**src/rtl/vscale_htif_pkg.sv**
```systemverilog
// Shared HTIF controller types: FSM encoding, default tohost address,
// PCR width and the tohost/fromhost CSR addresses of the vscale CSR map.
package vscale_htif_pkg;

  localparam int          HTIF_PCR_WIDTH      = 64;
  localparam logic [11:0] CSR_ADDR_TO_HOST    = 12'h780;
  localparam logic [11:0] CSR_ADDR_FROM_HOST  = 12'h781;
  localparam logic [31:0] DEFAULT_TOHOST_ADDR = 32'h0000_1000;

  typedef enum logic {
    IDLE = 1'b0,
    RESP = 1'b1
  } htif_state_t;

endpackage

```
**src/rtl/vscale_tohost_fifo.sv**
```systemverilog
// Tohost FIFO: a push is visible at head one cycle later, and pop reads head.
// It ignores push when full and pop when empty. Pointers carry one wrap bit.
module vscale_tohost_fifo #(
  parameter int DEPTH = 4,
  parameter int WIDTH = 64
) (
  input  logic             clk,
  input  logic             reset,
  input  logic             push,
  input  logic [WIDTH-1:0] push_data,
  input  logic             pop,
  output logic             full,
  output logic             empty,
  output logic [WIDTH-1:0] head
);

  localparam int AW = $clog2(DEPTH);
  localparam logic [AW:0] PTR_ONE = {{AW{1'b0}}, 1'b1};

  logic [WIDTH-1:0] mem [DEPTH];
  logic [AW:0]      wr_ptr;
  logic [AW:0]      rd_ptr;

  assign empty = (wr_ptr == rd_ptr);
  assign full  = (wr_ptr[AW] != rd_ptr[AW]) && (wr_ptr[AW-1:0] == rd_ptr[AW-1:0]);
  assign head  = mem[rd_ptr[AW-1:0]];

  always_ff @(posedge clk) begin
    if (reset) begin
      wr_ptr <= '0;
      rd_ptr <= '0;
    end else begin
      if (push && !full) begin
        mem[wr_ptr[AW-1:0]] <= push_data;
        wr_ptr              <= wr_ptr + PTR_ONE;
      end
      if (pop && !empty) begin
        rd_ptr <= rd_ptr + PTR_ONE;
      end
    end
  end

endmodule

```
**src/rtl/vscale_htif_ctrl.sv**
```systemverilog
// HTIF controller: it queues core tohost stores, serves PCR tohost/fromhost one request
// at a time, and decodes the riscv-tests pass/fail word into sticky status.
module vscale_htif_ctrl
  import vscale_htif_pkg::*;
#(
  parameter logic [31:0] TOHOST_ADDR = DEFAULT_TOHOST_ADDR,
  parameter int          FIFO_DEPTH  = 4
) (
  input  logic                      clk,
  input  logic                      reset,
  input  logic                      core_wr_valid,
  input  logic [31:0]               core_wr_addr,
  input  logic [31:0]               core_wr_data,
  output logic                      core_wr_ready,
  output logic                      fromhost_valid,
  output logic [HTIF_PCR_WIDTH-1:0] fromhost_data,
  input  logic                      fromhost_ack,
  input  logic                      htif_pcr_req_valid,
  output logic                      htif_pcr_req_ready,
  input  logic                      htif_pcr_req_rw,
  input  logic [11:0]               htif_pcr_req_addr,
  input  logic [HTIF_PCR_WIDTH-1:0] htif_pcr_req_data,
  output logic                      htif_pcr_resp_valid,
  input  logic                      htif_pcr_resp_ready,
  output logic [HTIF_PCR_WIDTH-1:0] htif_pcr_resp_data,
  output logic                      test_done,
  output logic                      test_pass,
  output logic [30:0]               test_code
);

  htif_state_t               state;
  logic                      fifo_full;
  logic                      fifo_empty;
  logic [HTIF_PCR_WIDTH-1:0] fifo_head;
  logic                      is_tohost;
  logic                      push;
  logic                      pop;
  logic                      req_fire;
  logic                      wr_fromhost;
  logic [HTIF_PCR_WIDTH-1:0] rd_data;

  assign is_tohost     = (core_wr_addr == TOHOST_ADDR);
  assign core_wr_ready = !(is_tohost && fifo_full);
  assign push          = core_wr_valid && is_tohost && (core_wr_data != 32'd0) && !fifo_full;

  assign req_fire    = htif_pcr_req_valid && (state == IDLE);
  assign pop         = req_fire && !htif_pcr_req_rw &&
                       (htif_pcr_req_addr == CSR_ADDR_TO_HOST) && !fifo_empty;
  assign wr_fromhost = req_fire && htif_pcr_req_rw && (htif_pcr_req_addr == CSR_ADDR_FROM_HOST);

  always_comb begin
    rd_data = '0;
    if (!htif_pcr_req_rw) begin
      if (htif_pcr_req_addr == CSR_ADDR_TO_HOST && !fifo_empty) begin
        rd_data = fifo_head;
      end else if (htif_pcr_req_addr == CSR_ADDR_FROM_HOST) begin
        rd_data = fromhost_data;
      end
    end
  end

  vscale_tohost_fifo #(
    .DEPTH (FIFO_DEPTH),
    .WIDTH (HTIF_PCR_WIDTH)
  ) u_fifo (
    .clk       (clk),
    .reset     (reset),
    .push      (push),
    .push_data ({{(HTIF_PCR_WIDTH-32){1'b0}}, core_wr_data}),
    .pop       (pop),
    .full      (fifo_full),
    .empty     (fifo_empty),
    .head      (fifo_head)
  );

  always_ff @(posedge clk) begin
    if (reset) begin
      state               <= IDLE;
      htif_pcr_req_ready  <= 1'b1;
      htif_pcr_resp_valid <= 1'b0;
      htif_pcr_resp_data  <= '0;
    end else begin
      case (state)
        IDLE: if (req_fire) begin
          state               <= RESP;
          htif_pcr_req_ready  <= 1'b0;
          htif_pcr_resp_valid <= 1'b1;
          htif_pcr_resp_data  <= rd_data;
        end
        RESP: if (htif_pcr_resp_ready) begin
          state               <= IDLE;
          htif_pcr_req_ready  <= 1'b1;
          htif_pcr_resp_valid <= 1'b0;
        end
        default: state <= IDLE;
      endcase
    end
  end

  // A host write has priority over a core ack that lands in the same cycle.
  always_ff @(posedge clk) begin
    if (reset) begin
      fromhost_valid <= 1'b0;
      fromhost_data  <= '0;
    end else if (wr_fromhost) begin
      fromhost_valid <= 1'b1;
      fromhost_data  <= htif_pcr_req_data;
    end else if (fromhost_ack && fromhost_valid) begin
      fromhost_valid <= 1'b0;
    end
  end

  always_ff @(posedge clk) begin
    if (reset) begin
      test_done <= 1'b0;
      test_pass <= 1'b0;
      test_code <= '0;
    end else if (push && !test_done) begin
      test_done <= 1'b1;
      test_pass <= (core_wr_data == 32'd1);
      test_code <= (core_wr_data == 32'd1) ? 31'd0 : core_wr_data[31:1];
    end
  end

endmodule

```
**config.mk**
```make
export PLATFORM = sky130hd
export DESIGN_NAME = vscale_htif_ctrl
export DESIGN_NICKNAME = d
export VERILOG_FILES = /design/src/rtl/vscale_htif_pkg.sv /design/src/rtl/vscale_tohost_fifo.sv /design/src/rtl/vscale_htif_ctrl.sv
export SDC_FILE = /design/constraint.sdc
export NUM_CORES = 1
export LEC_CHECK = 0
export CAP_MARGIN = 20
export CORE_ASPECT_RATIO = 2
export CORE_MARGIN = 5
export CORE_UTILIZATION = 49
export CTS_CLUSTER_DIAMETER = 60
export DETAILED_ROUTE_END_ITERATION = 8
export PLACE_DENSITY = 0.81
export SYNTH_ARGS = -nofsm -noshare
export SYNTH_HDL_FRONTEND = slang
export SYNTH_SLANG_ARGS = --single-unit
```
**constraint.sdc**
```tcl
create_clock -name clk -period 5.5 [get_ports clk]
set_input_delay 1.1 -clock clk [delete_from_list [all_inputs] [get_ports clk]]
set_output_delay 1.1 -clock clk [all_outputs]
set_load 0.02 [all_outputs]
```
; ---- Word-level counts from Yosys, hierarchy flattened
; Memories as Yosys holds them, arrays and structs flattened. A register that Yosys moved wholly into a read port is not among the register bits.
; Index checks and enable logic that the tools add are counted.
[totals]
reg_bits = 171
latch_bits = 0
ram_bits = 128
rom_bits = 0
input_bits = 147
out_inout_bits = 165
word_cells = 69
n_memories = 1
[op_classes]
add_sub_neg = 2
n_mul = 0
div = 0
n_lt_le_gt_ge = 0
n_eq_ne = 9
n_shift = 0
mux = 20
bitwise_logic = 1
n_reduce_logical = 25
[memory_table]
columns = name, depth, word_bits, read_ports, rd_clocked_by_memory_dff, write_ports, line_no
row1 = u_fifo.mem, 4, 32, 1, 1, 1, vscale_tohost_fifo.sv:20  ; logic [WIDTH-1:0] mem [DEPTH];
[ops]
columns = op, n
row1 = $mux W64, 3
row2 = $eq A32 B1 Y1 const B, 1
row3 = $eq A32 B13 Y1 const B, 1
row4 = $reduce_bool A32 Y1, 1
row5 = $mux W31, 1
row6 = $eq A12 B11 Y1 const B, 2
row7 = $logic_and A1 B1 Y1, 16
row8 = $mux W1, 11
row9 = $add A3 B1 Y3 const B, 2
row10 = $pmux W1 S2, 3
row11 = $logic_not A1 Y1, 5
row12 = $mux W2, 2
row13 = $ne A2 B2 Y1 const B, 2
row14 = $reduce_and A2 Y1, 2
row15 = $eq A3 B3 Y1, 1
row16 = $eq A2 B2 Y1, 1
row17 = $reduce_bool A2 Y1, 1
row18 = $ne A1 B1 Y1, 1
row19 = $not A1 Y1, 1

; ---- Logic depth before layout (Yosys ltp)
[logic_depth]
word_depth = 8
depth_mapped = 8
ltp_nobuf = 5

; ---- Cells and area by module
; A second synthesis with hierarchy kept.
[unflattened]
cells_unflattened = 1165
hier_area_um2 = 16118.0
[modules_own_cells]
columns = module, instances, cells_per_inst, area_per_inst_um2, seq_area_each_um2
row1 = vscale_tohost_fifo, 1, 404, 9800.6, 7847.5
row2 = vscale_htif_ctrl, 1, 761, 6317.3, 3303.2

; ---- Worst setup path after synthesis
; Ideal clock, no wire load.
[synth_path]
path_kind = input -> register
start = input port core_wr_addr[6]
end = memory u_fifo.mem[0][0] (netlist name), enable pin
setup_time_ps = 468
arrival_time_ps = 4485
required_ps = 5032
path_slack_ps = 548
path_stages = 6
n_path_buf = 1
path_cell_list = nor4b_1 and4_1 and4_1 buf_2 nand2_1 nor3b_1
[synth_between]
elab_chain_cells = 8
[synth_rtl]
columns = element, line_no
row1 = "start, declared", vscale_htif_ctrl.sv:12  ; input logic [31:0] core_wr_addr,
row2 = $eq A32 B13 Y1, vscale_htif_ctrl.sv:42  ; assign is_tohost = (core_wr_addr == TOHOST_ADDR);
row3 = $logic_and A1 B1 Y1 (3 in series), vscale_htif_ctrl.sv:44  ; assign push = core_wr_valid && is_tohost && (core_wr_data != 32'd0) && !fifo_full;
row4 = $logic_and A1 B1 Y1, vscale_tohost_fifo.sv:33  ; if (push && !full) begin
row5 = $mux W1, vscale_tohost_fifo.sv:33
row6 = $mux W1, vscale_tohost_fifo.sv:29  ; if (reset) begin
row7 = $mux W1 (not written as such), vscale_tohost_fifo.sv:34  ; mem[wr_ptr[AW-1:0]] <= push_data;
row8 = "end, declared", vscale_tohost_fifo.sv:20
; No other way between the ends.

; ---- Final worst setup path
[layout_path]
start = input port core_wr_addr[6]
end = output port core_wr_ready
[layout_between]
elab_chain_cells = 3
[layout_rtl]
columns = element, line_no
row1 = $eq A32 B13 Y1, vscale_htif_ctrl.sv:42
row2 = $logic_and A1 B1 Y1, vscale_htif_ctrl.sv:43  ; assign core_wr_ready = !(is_tohost && fifo_full);
row3 = $logic_not A1 Y1, vscale_htif_ctrl.sv:43
row4 = "end, declared", vscale_htif_ctrl.sv:14  ; output logic core_wr_ready,
; No other way between the ends.

==> results.cfg <==
[outcome]
status = finished clean

[floorplan]
core_um2 = 23700
dieArea_um2 = 27400
ios = 312
initial_core_util = 0.496
chipWidth_um = 120
die_h_um = 229
num_rows = 80

[critical_path]
max_stage_delay_ps = 560
cpMostUsedCell = clkdlybuf4s50_1
slowest_stage = clkdlybuf4s50_1
cp_max_fo = 4
end_kind = primary output
crit_family = buffers and inverters
startpoint_type = input port
cp_data_arrival_time_ps = 2770
critPathBufInv = 2
critical_path.cell_chain = clkdlybuf4s50_1 > nor4b_1 > and4_1 > nand3_1 > clkdlybuf4s50_1
path_class = in -> out
critPathRequiredTime_ps = 4400

[yosys]
synth_xor_area_frac = 0.00447
synth_cells = 956
synthMuxAreaShare = 0.0622
synth_common_cells = dfxtp_1, a21oi_1, nand2_1
syn_area_um2 = 11800
synth_simple_gate_area_frac = 0.102
async_flop_share = 0
syn-num-nets = 1108
synth-edff-count = 128
synth_ff_type = dfxtp_1
synth_top_family_by_area = compound AO/OA/AOI/OAI gates
synth_fa_ha_area_frac = 0.00532
synth-compound-area-share = 0.165
yosys-top-cells-area = edfxtp_1, dfxtp_1, mux4_2, a21oi_1, nand2_1
synthDistinctLibCells = 44
ys_ff_latch = 301
avgSynthCellArea_um2 = 12.3
yosys.area.top_type = edfxtp_1
synth.most_common_cell = dfxtp_1
yosysWarnings = 0
synth.top_cell.area_share = 0.327
yosysSeqAreaShare = 0.622

[clocking]
numCtsBuffers = 26
post_cts_buffers = 0
clock_sinks = 301
htreeDepth = 1
post_cts_resized = 0
cts.clk_slew.worst_paths_ps = 70
cts_root_buffer = clkbuf_16
cts_tree = built
cts_buffer_depth = 3
worstSkewPairLatency_ps = 530
ctsHoldBuffers = 0

[timing]
whs_ps = 468
fin_crit_ps = 3870
setup-tns-final_ps = 0
max_slew.worst_pin.slew_ps = 1020
skew_ps = 9.22
finalHoldViolCount = 0
slew_violations = 0
max_clock_freq_mhz = 258
rsz0062_at_grt = false
min_period_over_period = 0.704
slew_headroom = 0.317
setup_viol = 0

[route]
dr_total_vias = 8810
avgRoutedWirePerCell_um = 21.4
totalWireLength_um = 32900
drc = 0
final_antenna_net_count = 0
drt-initial-drc-count = 638
dr.pass1.iters = 6
via_per_inst = 5.73

[min_path]
worstHoldPathType = reg -> reg

[global_route]
grt_pass1_wl_um = 50700
grt_max_degree = 98
first_global_vias = 8878
grt.total_usage = 0.233
grt_overflow_total = 0
antenna_found_initial = 0

[placed_design]
port_buffers = 311
gp_congestion = 0.817
dpl.hpwl_um = 23300

[layout]
num_antenna_cells = 0
syn_to_final_growth_pct = 34.7
final_nets = 1383
drive_gt1_frac = 0.130

[power_and_ir_drop]
p_leak_uw = 0.00496
ir_drop_mv = 0.299
powerDensity_nw_per_um2 = 270

[flow_run]
max-cap-violations = 0
final timing paths:
path	startpoint	to	slack [ps]	cells after the start
worst max-delay path	core_wr_addr[6]	core_wr_ready	1630	5
worst min-delay path	fromhost_data[47]	fromhost_data[47]	470	2
worst max register to register	u_fifo.wr_ptr[1]	u_fifo.mem[1][25]	2630	6
worst min register to register	fromhost_data[47]	fromhost_data[47]	470	2
placed cells by master, fill, tap and decap left out, types with 6 or more instances in the layout:
| cell type | n |
|---|---|
| nand3_1 | 7 |
| clkdlybuf4s50_1 | 310 |
| nor2_1 | 40 |
| mux4_2 | 32 |
| nand2_1 | 132 |
| nand4_1 | 36 |
| dfxtp_1 | 172 |
| buf_4 | 17 |
| a221oi_2 | 27 |
| clkinv_2 | 6 |
| a211oi_2 | 28 |
| edfxtp_1 | 128 |
| clkbuf_16 | 27 |
| a22oi_1 | 32 |
| nor4_1 | 13 |
| o21ai_0 | 35 |
| a21oi_1 | 135 |
report_power, final:
group          total, uW  internal, uW  switching, uW
Clock               1760           966            795
Sequential          2330          2330           1.26
Combinational        188          99.7           87.9
Total               4280          3390            885
worst register-to-register path, delay by kind of cell, from the launching register on:
| family | cells | cell delay [ps] |
|---|---|---|
| and+or+nand+nor | 4 | 1490 |
| DFF | 1 | 410 |
| xor gates and xnor gates | 1 | 160 |
| buffers and inverters | 1 | 460 |
cell families (layout without fill, tap and decap cells):
logic type | after synthesis | in the layout
flops | 301 | 301
buf+inv | 87 | 381
mux | 33 | 33
compound gates | 269 | 269
xor+xnor | 6 | 6
simple gates | 255 | 255
fa+ha+maj | 5 | 5
layer usage:
layer  up-vias  GRT usage  wire [um]
met4         0     0.0760        984
li1       4139          -          -
met2       287      0.441      18200
met5         -          0          0
met1      4334      0.261      12100
met3        50     0.0385       1590
state kept, by name (all words and copies together) (netlist names), named ones only:
name	flops
u_fifo.wr_ptr	3
htif_pcr_req_ready	1
test_done	1
fromhost_valid	1
u_fifo.mem	128
test_pass	1
test_code	31
fromhost_data	64
state	1
u_fifo.rd_ptr	3
htif_pcr_resp_valid	1
htif_pcr_resp_data	64
cell type report:
class / count / area (um2)
clock buffer: 31 / 704
timing repair buffer: 330 / 3290
inverter: 4 / 15.0
clock inverter: 16 / 119
sequential: 301 / 7310
fill: 1722 / 7890
multi-input combinational: 568 / 4040
tap: 287 / 359
stage by stage:
stage / utilization / instances / power [uW] / worst slack (ps) / cell area [um2]
after global placement: 0.631 / 1488 / 2560 / 1330 / 15000
after CTS: 0.665 / 1535 / 4310 / 1590 / 15800
final: 0.667 / 1537 / 4280 / 1630 / 15800
after global routing: 0.667 / 1537 / 4420 / 1560 / 15800
after detailed placement: 0.631 / 1488 / 2560 / 1220 / 15000
after floorplan: - / 956 / 2420 / 548 / 11800
No activity file was read; power rests on OpenSTA's default activity.
